===== src/rtl/arb_pkg.sv =====
// Shared types for the priority / round-robin arbiter.
package arb_pkg;

  typedef enum logic {
    IDLE = 1'b0,
    BUSY = 1'b1
  } arb_state_t;

endpackage


===== src/rtl/prio_rr_arbiter_prio_search.sv =====
// Combinational highest-index search, preferring the masked request set when it is non-empty.
module prio_search #(
  parameter int unsigned N = 2
) (
  input  logic [(2**N)-1:0] req,
  input  logic [(2**N)-1:0] mask,
  output logic              found,
  output logic [N-1:0]      idx
);

  localparam int unsigned M = 2 ** N;

  logic [M-1:0] masked;
  logic [M-1:0] pool;

  assign masked = req & mask;
  assign pool   = (|masked) ? masked : req;
  assign found  = |req;

  // Ascending scan: the last set bit seen is the highest index.
  always_comb begin
    idx = '0;
    for (int i = 0; i < M; i++) begin
      if (pool[i]) idx = N'(i);
    end
  end

endmodule


===== src/rtl/prio_rr_arbiter.sv =====
// Arbiter for one shared resource: fixed-priority or round-robin winner selection,
// grant held until done, requester withdrawal, or watchdog expiry.
module prio_rr_arbiter
  import arb_pkg::*;
#(
  parameter int unsigned N        = 2,
  parameter int unsigned MAX_HOLD = 8
) (
  input  logic              clk,
  input  logic              clr_n,
  input  logic              rr_en,
  input  logic [(2**N)-1:0] req,
  input  logic              done,
  output logic [(2**N)-1:0] grant,
  output logic [N-1:0]      grant_id,
  output logic              grant_valid,
  output logic              timeout
);

  localparam int unsigned M      = 2 ** N;
  localparam int unsigned CW_RAW = $clog2(MAX_HOLD + 1);
  localparam int unsigned CW     = (CW_RAW == 0) ? 1 : CW_RAW;
  localparam bit          WD_EN  = (MAX_HOLD != 0);
  localparam logic [CW-1:0] LAST = CW'((MAX_HOLD == 0) ? 0 : MAX_HOLD - 1);

  arb_state_t   state_q, state_d;
  logic [M-1:0] grant_d;
  logic [N-1:0] id_d;
  logic         valid_d;
  logic         timeout_d;
  logic [CW-1:0] cnt_q, cnt_d;
  logic [N-1:0] ptr_q, ptr_d;

  logic [M-1:0] mask;
  logic         found;
  logic [N-1:0] win_idx;
  logic         expire;
  logic         release_now;

  // Round-robin favours indices below the last winner; fixed priority searches all.
  always_comb begin
    mask = '0;
    if (rr_en) begin
      for (int i = 0; i < M; i++) begin
        if (N'(i) < ptr_q) mask[i] = 1'b1;
      end
    end
  end

  prio_search #(.N(N)) u_search (
    .req  (req),
    .mask (mask),
    .found(found),
    .idx  (win_idx)
  );

  assign expire      = WD_EN && (cnt_q == LAST);
  assign release_now = done || !req[grant_id] || expire;

  // Next-state and next-output logic.
  always_comb begin
    state_d   = state_q;
    grant_d   = grant;
    id_d      = grant_id;
    valid_d   = grant_valid;
    timeout_d = 1'b0;
    cnt_d     = cnt_q;
    ptr_d     = ptr_q;
    unique case (state_q)
      IDLE: begin
        grant_d = '0;
        id_d    = '0;
        valid_d = 1'b0;
        cnt_d   = '0;
        if (found) begin
          state_d = BUSY;
          grant_d = M'(1) << win_idx;
          id_d    = win_idx;
          valid_d = 1'b1;
          ptr_d   = win_idx;
        end
      end
      BUSY: begin
        if (release_now) begin
          state_d   = IDLE;
          grant_d   = '0;
          id_d      = '0;
          valid_d   = 1'b0;
          cnt_d     = '0;
          // Done and withdrawal both outrank a coincident watchdog expiry.
          timeout_d = expire && !done && req[grant_id];
        end else begin
          cnt_d = cnt_q + CW'(1);
        end
      end
      default: state_d = IDLE;
    endcase
  end

  // State, pointer, counter and output registers.
  always_ff @(posedge clk or negedge clr_n) begin
    if (!clr_n) begin
      state_q     <= IDLE;
      grant       <= '0;
      grant_id    <= '0;
      grant_valid <= 1'b0;
      timeout     <= 1'b0;
      cnt_q       <= '0;
      ptr_q       <= '0;
    end else begin
      state_q     <= state_d;
      grant       <= grant_d;
      grant_id    <= id_d;
      grant_valid <= valid_d;
      timeout     <= timeout_d;
      cnt_q       <= cnt_d;
      ptr_q       <= ptr_d;
    end
  end

  grant_matches_id: assert property (@(posedge clk) disable iff (!clr_n)
    grant == (M'(grant_valid) << grant_id));

endmodule


===== config.mk =====
export PLATFORM = sky130hd
export DESIGN_NAME = prio_rr_arbiter
export DESIGN_NICKNAME = d
export VERILOG_FILES = /design/src/rtl/arb_pkg.sv /design/src/rtl/prio_rr_arbiter_prio_search.sv /design/src/rtl/prio_rr_arbiter.sv
export SDC_FILE = /design/constraint.sdc
export NUM_CORES = 1
export LEC_CHECK = 0
export ABC_AREA = 0
export CAP_MARGIN = 15
export CORE_MARGIN = 5
export CORE_UTILIZATION = 47
export DETAILED_ROUTE_END_ITERATION = 10
export PLACE_DENSITY = 0.75
export SYNTH_ARGS = -nofsm -noshare
export SYNTH_HDL_FRONTEND = slang
export SYNTH_HIERARCHICAL = 1
export SYNTH_SLANG_ARGS = --single-unit

===== constraint.sdc =====
create_clock -name clk -period 3.5 [get_ports clk]
set_input_delay 0.7 -clock clk [delete_from_list [all_inputs] [get_ports clk]]
set_output_delay 0.7 -clock clk [all_outputs]
set_load 0.02 [all_outputs]

# Word-level counts from Yosys, hierarchy flattened

Index checks and enable logic that the tools add are counted.

Flip-flop bits (word level): 15
Bits of input ports: 8
Output and inout port bits: 8
Word-level logic and storage cells: 53

$add $sub $neg: 1
$lt $le $gt $ge: 5
Equality and inequality tests: 2
Shifts and indexed selects: 1
Multiplexer cells: 26
Bitwise operators: 2
Reductions and logical operators: 9

Operators with widths:

| operator                                                    | number |
|---|---|
| 2-to-1 mux 4 bit                                            | 5 |
| one-hot mux 4 bit (2 select lines)                          | 2 |
| 2-to-1 mux 1 bit                                            | 11 |
| 2-to-1 mux 2 bit                                            | 4 |
| OR reduction 4 bit                                          | 2 |
| adder 4 x 1 -> 4 bit (second input constant)                | 1 |
| bitwise AND 4 bit                                           | 1 |
| equality test 4 x 3 -> 1 bit (second input constant)        | 1 |
| less-than comparator 1 x 2 -> 1 bit (first input constant)  | 2 |
| less-than comparator 2 bit (first input constant)           | 2 |
| one-hot mux 1 bit (2 select lines)                          | 2 |
| one-hot mux 2 bit (2 select lines)                          | 1 |
| left shift 1 x 2 -> 4 bit (first input constant)            | 1 |
| less-than comparator 2 x 3 -> 1 bit (second input constant) | 1 |
| binary-select mux 1 bit (select 2 bit)                      | 1 |
| logical AND 1 bit                                           | 2 |
| logical NOT 1 bit                                           | 2 |
| logical OR 1 bit                                            | 2 |
| inequality test 2 x 1 -> 1 bit (second input constant)      | 1 |
| AND reduction 2 bit                                         | 1 |
| NOT 1 bit                                                   | 1 |

# Logic depth before layout (Yosys ltp)

Gate-level depths: netlist of run 1.

Depth after elaboration: 12
Depth in mapped cells: 6
Mapped depth without buffers: 6

# By module

Netlist of run 1, hierarchy kept.

By module, submodules not included:

| module          | instances | cells an instance | area each (sq um) | seq. area each (sq um) |
|---|---|---|---|---|
| prio_rr_arbiter | 1         | 63                | 668.1             | 375.4 |
| prio_search     | 1         | 11                | 63.8              | 0.0 |

# Worst setup path after synthesis of run 1

OpenSTA, ideal clock, no wires.

Path type: input to register
Start: input req[3]
End: register grant[2]
Library setup time: 0.136 ns
Data arrival time: 1.562 ns
Required time: 3.364 ns
Setup slack: 1.802 ns
Cell stages on the path: 4
Buffers on the path: 0
Cells stage by stage: or4_1 > nor2b_1 > nand2_1 > o22ai_1

Longest elaborated chain between the ends: 9
Elaborated cells on any way between the ends: 16
Classes of those cells: eq/ne (1); shift (1); mux (8); bitwise (1); reduce/logical (5)

RTL lines:

| element                            | RTL line                          | RTL |
|---|---|---|
| start, declared                    | prio_rr_arbiter.sv:12             | `input logic [(2**N)-1:0] req,` |
| bitwise AND 4 bit                  | prio_rr_arbiter_prio_search.sv:16 | `assign masked = req & mask;` |
| OR reduction 4 bit                 | prio_rr_arbiter_prio_search.sv:17 | `assign pool = (\|masked) ? masked : req;` |
| 2-to-1 mux 4 bit                   | prio_rr_arbiter_prio_search.sv:17 |  |
| 2-to-1 mux 1 bit                   | prio_rr_arbiter_prio_search.sv:24 | `if (pool[i]) idx = N'(i);` |
| 2-to-1 mux 2 bit (2 in series)     | prio_rr_arbiter_prio_search.sv:24 |  |
| left shift 1 x 2 -> 4 bit          | prio_rr_arbiter.sv:77             | `grant_d = M'(1) << win_idx;` |
| 2-to-1 mux 4 bit                   | prio_rr_arbiter.sv:75             | `if (found) begin` |
| one-hot mux 4 bit (2 select lines) | prio_rr_arbiter.sv:69             | `unique case (state_q)` |
| end signal, assigned               | prio_rr_arbiter.sv:112            | `grant <= grant_d;` |
| end, declared                      | prio_rr_arbiter.sv:14             | `output logic [(2**N)-1:0] grant,` |

Parallel ways exist; a longest one is shown, timed or not. The select of a mux whose other input is x is not followed.
A chain may end at the register's enable or synchronous reset.

# Worst setup path after layout of run 1

Start: register grant_id[1]
End: output grant_id[1]

RTL lines:

| element                | RTL line               | RTL |
|---|---|---|
| start, declared        | prio_rr_arbiter.sv:15  | `output logic [N-1:0] grant_id,` |
| start signal, assigned | prio_rr_arbiter.sv:113 | `grant_id <= id_d;` |

No word-level cell between the ends.

==> results of run 1 <==
flip-flops by register name, summed over array words and instances, names as in the netlist:
register and cells:
cnt_q 4, grant 4, grant_id 2, ptr_q 2, grant_valid 1, state_q 1, timeout 1
layout by cell type, fill, tap and decap left out, drive strengths merged, types with 2 or more instances in the layout:
cell type / Yosys / final
nand3: 2 / 2
clkbuf: 0 / 4
nor2: 5 / 5
mux2: 2 / 2
conb: 1 / 2
nand2: 17 / 17
nor3b: 2 / 2
o22ai: 2 / 2
a22oi: 3 / 3
and2: 2 / 2
dfrtp: 15 / 15
clkdlybuf4s50: 0 / 15
o21ai: 8 / 8
worst max path at each step:
stage	endpoint	depth (start not counted)
after floorplan	grant[2]$_DFFE_PN0P_	4
after global placement	grant[1]$_DFFE_PN0P_	6
after detailed placement	grant_valid$_DFFE_PN0P_	4
after CTS	grant_id[1]	1
after global routing	grant[1]$_DFFE_PN0P_	6
final	grant_id[1]	1
cells by family after synthesis:
| family | Yosys count | share of synthesized area |
|---|---|---|
| compound gates | 16 | 0.1538 |
| mux | 3 | 0.04957 |
| flops | 15 | 0.5128 |
| fa+ha+maj | 1 | 0.01709 |
| other cells | 1 | 0.005123 |
| buf+inv | 2 | 0.02051 |
| simple gates | 35 | 0.2291 |
| xor+xnor | 1 | 0.01197 |
power by group through the flow:
stage | logic (uW) | registers (uW) | clock network, uW
6_report | 263 | 269 | 95.1
5_1_grt | 285 | 279 | 114
4_1_cts | 265 | 270 | 100
3_5_place_dp | 265 | 273 | 0
3_3_place_gp | 258 | 269 | 0
2_1_floorplan | 133 | 300 | 0
through the flow:
stage,instance area [sq um],instances
after floorplan,735.7,75
after global placement,894.6,105
after detailed placement,894.6,105
after CTS,920.9,109
after global routing,920.9,109
final,920.9,109
per-layer routing:
metal  global-route usage  up-vias  wire (um)  share of wire
li1                     -      297          -              -
met1               0.1625      287        722           0.45
met2               0.2403       11        776           0.49
met3              0.03012        2         74          0.047
met4              0.07860        0         14         0.0088
met5                    0        -          0              0
layout make-up:
cell class,count,area (sq um)
Sequential cell,15,375.4
Tap cell,16,20.02
Timing Repair Buffer,15,150.1
Multi-Input combinational cell,58,345.3
Inverter,1,3.754
Fill cell,131,568.0
Clock buffer,4,26.28
==> qor.csv, run 1 <==
metric;value;unit
outcome;finished, final reports clean;
worst-slew-pin-transition;0.6649;ns
clockPowerShare;0.152;
worst_setup_path_start_kind;register;
sequential_fraction_of_design_power;0.429;
synthMostInstantiatedCell;sky130_fd_sc_hd__nand2_1;
post_synthesis_instance_total;74;
track_usage;0.1413;
hold_path_end;cnt_q[0]$_DFF_PN0_;
async_reset_ff_frac;1.000;
crit_fanout;4;
post_dp_hpwl;1225;um
clkTransAtPathRegs;0.09;ns
switchingPower;235.7;uW
yosysTopAreaCell;sky130_fd_sc_hd__dfrtp_1;
vdd_ir_drop_max;0.0003412;V
detailed_router_s_first_iteration_violation_count;11;
area_growth_syn_to_layout;25.81;%
setup_repair_after_global_routing_missed_its_margin;false;
antenna_violating_nets_left;0;
post_cts_repair_setup_buffers;0;
final_hold_viol_count;0;
holdCritStartpoint;cnt_q[0]$_DFF_PN0_;
drc_errors;0;
power_leakage;0.0004112;uW
criticalPathCategory;reg2out;
final-max-slew-violation-count;0;
cpLargestDelayFamily;buffers and inverters;
required;2.80;ns
number_of_buffers_created_by_cts;3;
fmax;0.4878;GHz
cts-root-buf;sky130_fd_sc_hd__clkbuf_4;
depth_of_the_most_critical_reg_to_reg_path;6;
vias_per_cell;5.477;
floorplan.core_area;1489;sq um
gr-total-overflow;0;
cts-resized-gates;0;
worst_setup_path_end_kind;output pin;
finalCoreUtilization;0.6185;
post_synth_main_area_contributors;sky130_fd_sc_hd__dfrtp_1 (51%), sky130_fd_sc_hd__nand2_1 (8.7%), sky130_fd_sc_hd__o21ai_0 (4.1%), sky130_fd_sc_hd__nor2_1 (2.6%), sky130_fd_sc_hd__o21ai_2 (2.4%);
nNetsFinal;103;
gp_routability_congestion;0.8183;
numPortBuffers;15;
skew;0.006170;ns
postLayoutSetupSlackWorst;1.450;ns
crit_reg_reg_endpoint;grant[1]$_DFFE_PN0P_;
cts.hold.buffers_added;0;
pwr-share-comb;0.419;
synth-main-ff-cell;sky130_fd_sc_hd__dfrtp_1;
timing.critical_path.slowest_cell_delay;0.64;ns
grt_pass1_vias;622;
max-cap-violations;0;
post-route-period-util;0.5858;
cp-startpoint;grant_id[1]$_DFFE_PN0P_;
post-place-ws;1.145;ns
synth.ff_latch_count;15;
cts.path.max_buffers;2;
syn-mean-instance-area;9.891;sq um
synth.lib_cells_used.distinct;29;
seq_area_frac_synth;0.5128;
drive_gt1_frac;0.08602;
yosys-top-cells-count;sky130_fd_sc_hd__nand2_1 (17), sky130_fd_sc_hd__dfrtp_1 (15), sky130_fd_sc_hd__o21ai_0 (6);
synth_edf_count;0;
start_util;0.4916;
hold_path.class;reg2reg;
synth.top_cell.area_share;0.5128;
detail_route.wl_per_cell;14.57;um
die_x;49.47;um
route.vias.total;597;
grt_max_degree;16;
worstPathBufferInverterCount;1;
netSwitchingFraction;0.3760;
min_clock_period_post_route;2.050;ns
timing.slew.headroom;0.5553;
total_power_divided_by_cell_area;680.6;nW/um^2
fin_tns_setup;0;ns
die_area;2447;sq um
slowest_stage;sky130_fd_sc_hd__clkdlybuf4s50_1;
tritoncts;yes;
antenna_violations_before_repair;0;
total_power;626.8;uW
finalHoldWorstSlack;0.4869;ns
route.final.wire_length;1588;um
reg2reg_start;ptr_q[0]$_DFFE_PN0P_;
timing.critical_path.arrival;1.35;ns
cell_int_power;391.1;uW
crit_chain;clkdlybuf4s50_1;
synth_warnings;6;
r2r_slack;1.85;ns
report.final.setup_viol;0;
tritoncts_num_sinks;15;
antenna-diode-count;0;
netlist_area;732.0;sq um
clock_tree.htree_level_count;1;
chipHeight;49.47;um
drt_first_pass_iters;4;
ios;16;
min_path_cells;1;
placement_rows;14;
grt_first_pass_wirelength;2718;um
clock_insertion_delay_at_the_later_pin_of_the_skew_report;0.28;ns
Note: power is estimated with default switching activity, not from simulation.
==> run 2: changes to the inputs <==
CORE_UTILIZATION = 43   (was 47)
PLACE_DENSITY = 0.72   (was 0.75)
clock period = 1.8 ns   (was 3.5 ns; I/O delays follow)
==> run 2 against run 1 <==
  * Via count up 2.5%
  * Sequential cell count unchanged
  * Clock skew fell by 0.0017 ns
  * Register-to-register slack lost 1.6 ns
==> qor.csv, run 2 (synthesis gave the netlist of run 1 again) <==
metric;value;unit
clock_tree.htree_level_count;1;
drive_gt1_frac;0.1237;
vias_per_cell;5.368;
total_power_divided_by_cell_area;1300;nW/um^2
post-place-ws;-0.1328;ns
timing.critical_path.slowest_cell_delay;0.63;ns
timing.critical_path.arrival;1.33;ns
largest_registers_in_the_final_layout;cnt_q (4), grant (4);
fmax;0.5906;GHz
worst_setup_path_start_kind;register;
power_leakage;0.0004360;uW
post-route-period-util;0.9407;
antenna-diode-count;0;
met3_routing_resource_usage_after_global_routing;0.03499;
chipHeight;51.26;um
numPortBuffers;15;
drc_errors;0;
setup_repair_after_global_routing_missed_its_margin;false;
mostFrequentLayoutCell;sky130_fd_sc_hd__nand2_1;
clkTransAtPathRegs;0.08;ns
cpLargestDelayFamily;buffers and inverters;
cts.path.max_buffers;2;
dpl_cell_area;938.4;sq um
criticalPathCategory;reg2out;
placement_rows;15;
antenna_violations_before_repair;0;
grt.met2_usage;0.2468;
final-max-slew-violation-count;0;
cts-resized-gates;0;
route.vias.total;612;
outcome;finished, final reports clean;
grt.met1_usage;0.1627;
grt_busiest_layer;met2;
grt_pass1_vias;629;
post_cts_repair_setup_buffers;0;
floorplan.core_area;1670;sq um
min_clock_period_post_route;1.693;ns
detailed_router_s_first_iteration_violation_count;8;
grt_max_degree;13;
vdd_ir_drop_max;0.0006471;V
worstPathBufferInverterCount;1;
clock_insertion_delay_at_the_later_pin_of_the_skew_report;0.28;ns
die_x;51.26;um
skew;0.004424;ns
cts-root-buf;sky130_fd_sc_hd__clkbuf_4;
grt_first_pass_wirelength;2766;um
gr-total-overflow;0;
layout_common_cells;sky130_fd_sc_hd__nand2_1 (17), sky130_fd_sc_hd__dfrtp_1 (15), sky130_fd_sc_hd__clkdlybuf4s50_1 (15), sky130_fd_sc_hd__o21ai_0 (6), sky130_fd_sc_hd__nor2_1 (5);
antenna_violating_nets_left;0;
die_area;2627;sq um
gp_routability_congestion;0.7241;
report.final.setup_viol;0;
tritoncts_num_sinks;15;
max-cap-violations;0;
required;1.44;ns
area_growth_syn_to_layout;31.79;%
final_hold_viol_count;0;
route.final.wire_length;1567;um
detail_route.wl_per_cell;13.75;um
track_usage;0.1437;
slowest_stage;sky130_fd_sc_hd__clkdlybuf4s50_1;
nNetsFinal;107;
finish.instance_area;964.7;sq um
start_util;0.4382;
finalHoldWorstSlack;0.3467;ns
worst_setup_path_end_kind;output pin;
crit_chain;clkdlybuf4s50_1;
cts.hold.buffers_added;0;
post_dp_hpwl;1256;um
hold_path.class;in2async;
drt_first_pass_iters;4;
tritoncts;yes;
crit_fanout;4;
postLayoutSetupSlackWorst;0.1068;ns
finalCoreUtilization;0.5775;
number_of_buffers_created_by_cts;3;
ios;16;
cp.depth;1;
fin_tns_setup;0;ns
depth_of_the_most_critical_reg_to_reg_path;6;
[run 2: per-stage QoR]
stage	power, uW	cells
final	1254	114
after global routing	1348	114
after CTS	1267	114
after detailed placement	1078	110
after global placement	1063	110
after floorplan	840.6	75
[run 2: power breakdown]
part | total, uW | switching, uW | internal (uW)
Clock | 188 | 102 | 86.2
Sequential | 521 | 81.9 | 439
Combinational | 544 | 279 | 266
Total | 1250 | 463 | 791
[run 2: worst paths after layout]
kind / from / to / slack [ns]
max: grant_id[1]$_DFFE_PN0P_ / grant_id[1] / 0.11
min: clr_n / grant_id[0]$_DFFE_PN0P_ / 0.35
max reg2reg: ptr_q[1]$_DFFE_PN0P_ / grant[1]$_DFFE_PN0P_ / 0.28
min reg2reg: cnt_q[0]$_DFF_PN0_ / cnt_q[0]$_DFF_PN0_ / 0.47
max in group asynchronous: clr_n / cnt_q[3]$_DFF_PN0_ / 1.00
min in group clk: cnt_q[0]$_DFF_PN0_ / cnt_q[0]$_DFF_PN0_ / 0.47
[run 2: cell type report]
class,count,area [sq um]
flip-flops and latches,15,375.4
clock buffers,4,26.28
fillers,165,705.7
multi-input cells,58,345.3
repair buffers,19,192.7
well taps,17,21.27
inverters,1,3.754
[run 2: layer usage]
metal	up-vias	share of wire	wire length, um
met4	0	0.020	31
met1	291	0.43	681
met3	3	0.055	86
li1	304	-	-
met5	-	0	0
met2	14	0.49	768
